<file path="src/rtl/writeback_queue.sv">
// writeback_queue: in-order writeback buffer in front of the 32x32 register file write port.
// Accepts results from the ALU and the load unit (valid/ready each), queues them in a
// DEPTH-entry FIFO, and drains one entry per cycle into a registered write stage.
// Results destined for R0 are accepted and discarded.
//
// Optional feature macro: WRITEBACK_BYPASS_EN
//   defined   - byp_* ports return the youngest pending data for the looked-up register
//   undefined - byp_hit_* and byp_data_* are tied to zero (ports kept for interface stability)
//
// Ports:
//   clk, rst                          clock, synchronous active-high reset
//   alu_valid/ready/rd/data           ALU result handshake
//   ld_valid/ready/rd/data            load result handshake
//   rf_write_en/rf_addr_w/rf_data_w   registered register file write port
//   byp_addr_a/b, byp_hit_a/b,
//   byp_data_a/b                      combinational bypass lookup of pending writes
//   count                             FIFO occupancy (output stage excluded)
//   empty                             nothing queued and no write being issued
module writeback_queue #(
  parameter int unsigned DEPTH = 4
) (
  input  logic                         clk,
  input  logic                         rst,
  input  logic                         alu_valid,
  output logic                         alu_ready,
  input  logic [4:0]                   alu_rd,
  input  logic [31:0]                  alu_data,
  input  logic                         ld_valid,
  output logic                         ld_ready,
  input  logic [4:0]                   ld_rd,
  input  logic [31:0]                  ld_data,
  output logic                         rf_write_en,
  output logic [4:0]                   rf_addr_w,
  output logic [31:0]                  rf_data_w,
  input  logic [4:0]                   byp_addr_a,
  output logic                         byp_hit_a,
  output logic [31:0]                  byp_data_a,
  input  logic [4:0]                   byp_addr_b,
  output logic                         byp_hit_b,
  output logic [31:0]                  byp_data_b,
  output logic [$clog2(DEPTH+1)-1:0]   count,
  output logic                         empty
);

  localparam int unsigned PtrW = $clog2(DEPTH);
  localparam int unsigned CntW = $clog2(DEPTH + 1);

  logic [4:0]      rd_mem   [DEPTH];
  logic [31:0]     data_mem [DEPTH];
  logic [PtrW-1:0] wr_ptr_q, rd_ptr_q;
  logic [CntW-1:0] count_q, count_d, free;
  logic            out_en_q;
  logic [4:0]      out_addr_q;
  logic [31:0]     out_data_q;

  logic            alu_push, ld_push, pop;
  logic [PtrW-1:0] ld_wr_idx;

  // Readiness depends on registered occupancy only; a same-cycle pop gives no credit.
  always_comb begin
    free      = CntW'(DEPTH) - count_q;
    alu_ready = free >= CntW'(1);
    ld_ready  = (free >= CntW'(2)) || ((free >= CntW'(1)) && !alu_valid);
  end

  // R0 results complete the handshake but never occupy an entry.
  always_comb begin
    alu_push  = alu_valid && alu_ready && (alu_rd != 5'd0);
    ld_push   = ld_valid && ld_ready && (ld_rd != 5'd0);
    pop       = count_q != '0;
    ld_wr_idx = wr_ptr_q + PtrW'(alu_push);
    count_d   = count_q + CntW'(alu_push) + CntW'(ld_push) - CntW'(pop);
  end

  always_ff @(posedge clk) begin
    if (rst) begin
      wr_ptr_q   <= '0;
      rd_ptr_q   <= '0;
      count_q    <= '0;
      out_en_q   <= 1'b0;
      out_addr_q <= '0;
      out_data_q <= '0;
    end else begin
      wr_ptr_q <= wr_ptr_q + PtrW'(alu_push) + PtrW'(ld_push);
      count_q  <= count_d;
      if (pop) begin
        out_en_q   <= 1'b1;
        out_addr_q <= rd_mem[rd_ptr_q];
        out_data_q <= data_mem[rd_ptr_q];
        rd_ptr_q   <= rd_ptr_q + PtrW'(1);
      end else begin
        out_en_q <= 1'b0;
      end
    end
  end

  // Entry storage needs no reset: count gates visibility of every slot.
  // ALU lands first so it is the older of two same-cycle entries.
  always_ff @(posedge clk) begin
    if (alu_push) begin
      rd_mem[wr_ptr_q]   <= alu_rd;
      data_mem[wr_ptr_q] <= alu_data;
    end
    if (ld_push) begin
      rd_mem[ld_wr_idx]   <= ld_rd;
      data_mem[ld_wr_idx] <= ld_data;
    end
  end

  assign rf_write_en = out_en_q;
  assign rf_addr_w   = out_addr_q;
  assign rf_data_w   = out_data_q;
  assign count       = count_q;
  assign empty       = (count_q == '0) && !out_en_q;

`ifdef WRITEBACK_BYPASS_EN
  // Scan oldest to youngest so later matches override; output stage is the oldest source.
  function automatic logic [32:0] lookup(input logic [4:0] addr);
    logic            hit;
    logic [31:0]     data;
    logic [PtrW-1:0] idx;
    hit  = 1'b0;
    data = '0;
    if (out_en_q && (out_addr_q == addr)) begin
      hit  = 1'b1;
      data = out_data_q;
    end
    for (int k = 0; k < int'(DEPTH); k++) begin
      idx = rd_ptr_q + PtrW'(k);
      if ((k < int'(count_q)) && (rd_mem[idx] == addr)) begin
        hit  = 1'b1;
        data = data_mem[idx];
      end
    end
    if (addr == 5'd0) begin
      hit  = 1'b0;
      data = '0;
    end
    return {hit, data};
  endfunction

  always_comb begin
    {byp_hit_a, byp_data_a} = lookup(byp_addr_a);
    {byp_hit_b, byp_data_b} = lookup(byp_addr_b);
  end
`else
  always_comb begin
    byp_hit_a  = 1'b0;
    byp_data_a = '0;
    byp_hit_b  = 1'b0;
    byp_data_b = '0;
  end
`endif

endmodule

</file>
<file path="config.mk">
export PLATFORM = sky130hd
export DESIGN_NAME = writeback_queue
export DESIGN_NICKNAME = d
export VERILOG_FILES = /design/src/rtl/writeback_queue.sv
export SDC_FILE = /design/constraint.sdc
export NUM_CORES = 1
export LEC_CHECK = 0
export ABC_CLOCK_PERIOD_IN_PS = 4600
export BUFFER_PORTS_ARGS = -buffer_cell sky130_fd_sc_hd__buf_2
export CORE_MARGIN = 2
export CORE_UTILIZATION = 50
export CTS_BUF_LIST = sky130_fd_sc_hd__clkbuf_4 sky130_fd_sc_hd__clkbuf_8 sky130_fd_sc_hd__clkbuf_16
export DETAILED_ROUTE_END_ITERATION = 8
export PLACE_DENSITY_LB_ADDON = 0.05
export SETUP_SLACK_MARGIN = 0.05
export SLEW_MARGIN = 25
export SYNTH_ARGS = -nofsm -noshare
export SYNTH_HDL_FRONTEND = slang
export SYNTH_SLANG_ARGS = --single-unit
</file>
<file path="constraint.sdc">
create_clock -name clk -period 4.6 [get_ports clk]
set_input_delay 0.23 -clock clk [delete_from_list [all_inputs] [get_ports clk]]
set_output_delay 0.23 -clock clk [all_outputs]
set_load 0.005 [all_outputs]
</file>
After elaboration in Yosys (flattened, before gate mapping) --
Memory sizes are Yosys's and may differ from the RTL's. A register that Yosys moved wholly into a read port is not among the register bits. Index checks and enable logic that the tools add are counted.
Word-level totals: output and inout port bits 110, memories kept 2, input bits 88, word-level logic and storage cells 33, register bits after elaboration 8, RAM bits 148
Operators by class: multiplexer cells 5, reduce and logical (&&, ||, !) cells 13, $add $sub $neg 7, $lt $le $gt $ge 2
Memory list:
- data_mem | words 4, width 32, rd ports 1, clocked after Yosys merged registers in 1, wr ports 2, RTL line 49 | logic [31:0] data_mem [DEPTH];
- rd_mem | words 4, width 5, rd ports 1, clocked after Yosys merged registers in 1, wr ports 2, RTL line 48 | logic [4:0] rd_mem [DEPTH];
Operators by type and width (number):
- 5-bit nonzero test | 2
- 3-bit by 1-bit adder with 3-bit output | 2
- 1-bit logical AND | 6
- 1-bit 2-to-1 mux | 5
- 2-bit by 1-bit adder with 2-bit output | 2
- 3-bit by 1-bit greater-or-equal comparator with 1-bit output (second input constant) | 1
- 3-bit by 2-bit greater-or-equal comparator with 1-bit output (second input constant) | 1
- 3-bit zero test | 1
- 3-bit nonzero test | 1
- 3-bit by 1-bit subtractor with 3-bit output | 1
- 3-bit subtractor (first input constant) | 1
- 2-bit by 1-bit adder with 2-bit output (second input constant) | 1
- 1-bit zero test | 2
- 1-bit logical OR | 1

Logic depth before layout (Yosys ltp) --
depth after elaboration 8, depth in mapped cells 13, mapped depth without buffers 12

Least setup slack after synthesis --
No wires, ideal clock.
path type reg2reg, from register count_q[0] (netlist: count[0]), to memory data_mem[0][0], enable pin, setup time 0.487 ns, period minus slack after synthesis 4.666 ns, buffers on the path 0, path slack -0.066 ns, arrival 4.178 ns, stages on the path, launching flop included 7, required time 4.113 ns, cell sequence dfxtp_1 > inv_1 > ha_1 > ha_1 > or4b_2 > o211ai_1 > o31ai_1
RTL lines:
- from (decl) | RTL line 51 | logic [CntW-1:0] count_q, count_d, free;
- from (signal assigned) | RTL line 85 | count_q <= count_d;
- to (decl) | RTL line 49

==> results.md <==
- Status: finished clean
- Starting utilization of the core area: 0.515
- Synth area leaders: edfxtp_1, mux2_2, dfxtp_1
- Final GP Congestion: 0.755
- Register area share after synthesis: 0.552
- Synth top area share: 0.459
- DRT antenna net count: 0
- Final setup viols: 0
- Synth warnings: 0
- Netlist cell types: 33
- Final hold viol count: 0
- Vias: 5437
- Die area: 20500 um2
- Row cnt: 50
- CTS Hold Buffers Added: 0
- RSZ-0062 raised after global routing: false
- Worst-path clk slew: 70 ps
- Initial DRC Count: 312
- Vias in the first global route: 5619
- Clock root buffer master: clkbuf_16
- Post-route setup slack: 426 ps
- Layout cells sized above 1: 0.457
- Library cell with the highest instance count after synthesis: edfxtp_1
- H-tree depth: 4
- Placed Instances: 1009
- Post-synth EDFFs: 148
- Primary FF master, synth: edfxtp_1
- Core area: 18800 um2
- Final nets: 866
- Wirelength per Cell: 20.4 um
- Setup TNS: 0 ps
- Drt pass-1 iters: 6
- CP cell instances: inv_1 -> ha_1 -> ha_2 -> or4b_2 -> o211ai_1 -> inv_1 -> ha_1 -> xor2_1 -> nor2_1 -> nand2_2 -> buf_4 -> mux2_2
- P&R area growth vs syn: 12.8%
- DRC Markers: 0
- Die W: 143 um
- Sink Count: 193
- Critical path's slowest cell: or4b_2
- Finished Layout Cells: 1044
- CP startpoint kind: flop
- Worst hold slack: 124 ps
- Comb pwr share: 0.385
- Crit path max fanout: 13
- Clock Path Buffers: 2
- Vias/cell: 5.21
- Die H: 143 um
- Routed WL: 21300 um
- Buf/Inv on CP: 3
- DP HPWL: 13000 um
- First-pass GRT wire length: 32500 um
- Slowest cell delay on critical path: 610 ps
- Largest delay contributor family on the critical path: simple AND/OR/NAND/NOR gates
- Endpoint class of the critical path: flop
- Overflow after GRT: 0
- Post-cts repair resize count: 0
- P_leak: 0.00418 uW
- Slew headroom: 0.364
- Crit share post-route: 0.907
- CTS Buf Count: 17
- Critical path data arrival time: 4350 ps
- Synth Instances: 649
- Max cap viols: 0
- Pin slew with the least headroom to its limit: 954 ps
- Syn avg cell area: 14.9 um2
- Yosys top cell by area: edfxtp_1
- CTS tree: done
- Sw power: 2490 uW
- GRT Overall Usage: 0.217
- Syn Std Cell Area: 9690 um2
- Pint: 5030 uW
- R2r setup slk: 430 ps
- Largest net degree at the start of global routing: 46
- Tmin final: 4170 ps
- Max Fclk: 0.240 GHz
- Slew Viols, Final: 0
- Clk pwr share: 0.203
- Clk Latency, worst-skew pair: 430 ps
- IO buf count: 121
- Io pins: 198
- Critical path class: reg -> reg
- Flop pwr share: 0.411
- Worst EP required: 4780 ps
- Post-CTS setup buffer count: 0
- Switching Fraction: 0.331
- Post-layout util: 0.580
- Synth cell count leaders: edfxtp_1, mux2_2, nand2_1
- Pre-CTS setup slack: 430 ps
- #FFs+latches synth: 193
- Min-Delay Path Class: in -> reg
- Async S/R FF share, synth: 0
- PD cells: 688 nW/um2
- Peak VDD IR: 0.415 mV
- Initial antenna violation count: 1
- Clock Skews: 13.2 ps
## through the flow
stage | cell area [um2] | power [uW]
after global placement | 10300 | 6000
after floorplan | 9930 | 5170
after CTS | 10900 | 7620
final | 10900 | 7520
after detailed placement | 10300 | 6080
after global routing | 10900 | 7950
## final cells by class
class / count / area [um2]
multi-input cells: 408 / 3810
well taps: 260 / 325
diodes: 2 / 5.00
inverters: 10 / 37.5
clock inverters: 13 / 161
clock buffers: 19 / 440
repair buffers: 139 / 803
flip-flops and latches: 193 / 5350
fillers: 1520 / 7900
## power by group through the flow
| stage | combinational [uW] | clock, uW | sequential (uW) |
|---|---|---|---|
| floorplan | 2160 | 0 | 3010 |
| global placement | 2890 | 0 | 3110 |
| detailed placement | 2930 | 0 | 3150 |
| CTS | 2950 | 1550 | 3120 |
| global route | 3140 | 1620 | 3190 |
| finish | 2900 | 1530 | 3090 |
## per-layer routing
layer  wire length [um]  global-route usage
met3               1070              0.0463
met1               8970               0.269
met2              11000               0.382
met4                285              0.0615
met5                  0                   0
## state kept, by name, indices dropped and copies added (netlist names)
register     cells
rd_mem          20
data_mem       128
rd_ptr_q         2
wr_ptr_q         2
rf_write_en      1
count            3
rf_addr_w        5
rf_data_w       32
## cell families after synthesis
group                    share of synthesized area
AO/OA/AOI/OAI                               0.0276
adder cells (fa/ha/maj)                     0.0132
other                                     0.000387
multiplexers                                 0.273
buffers and inverters                       0.0860
AND/OR/NAND/NOR                             0.0430
flip-flops                                   0.552
XOR/XNOR                                   0.00542
## final timing paths
kind | start | end | cells after the start
worst max-delay path | count[0] | data_mem[0][17] | 12
worst min-delay path | ld_data[12] | data_mem[2][12] | 2
worst max register to register | count[0] | data_mem[0][17] | 12
worst min register to register | rf_data_w[20] | rf_data_w[20] | 2
## cells in the final DEF, fill, tap and decap left out, types with 3 or more instances in the layout
cell type	instances
edfxtp_1	148
nor2_1	10
mux4_2	37
mux2_4	38
dfxtp_1	43
o21bai_4	3
buf_2	121
inv_1	9
conb_1	66
mux2_1	15
nor2b_1	3
bufinv_16	3
a21oi_1	37
mux2_2	95
buf_4	13
clkinv_2	4
ha_1	6
xnor2_1	5
clkbuf_16	17
nand2_1	76
buf_12	5
clkinv_4	3
Note: power is estimated with default switching activity, not from simulation.
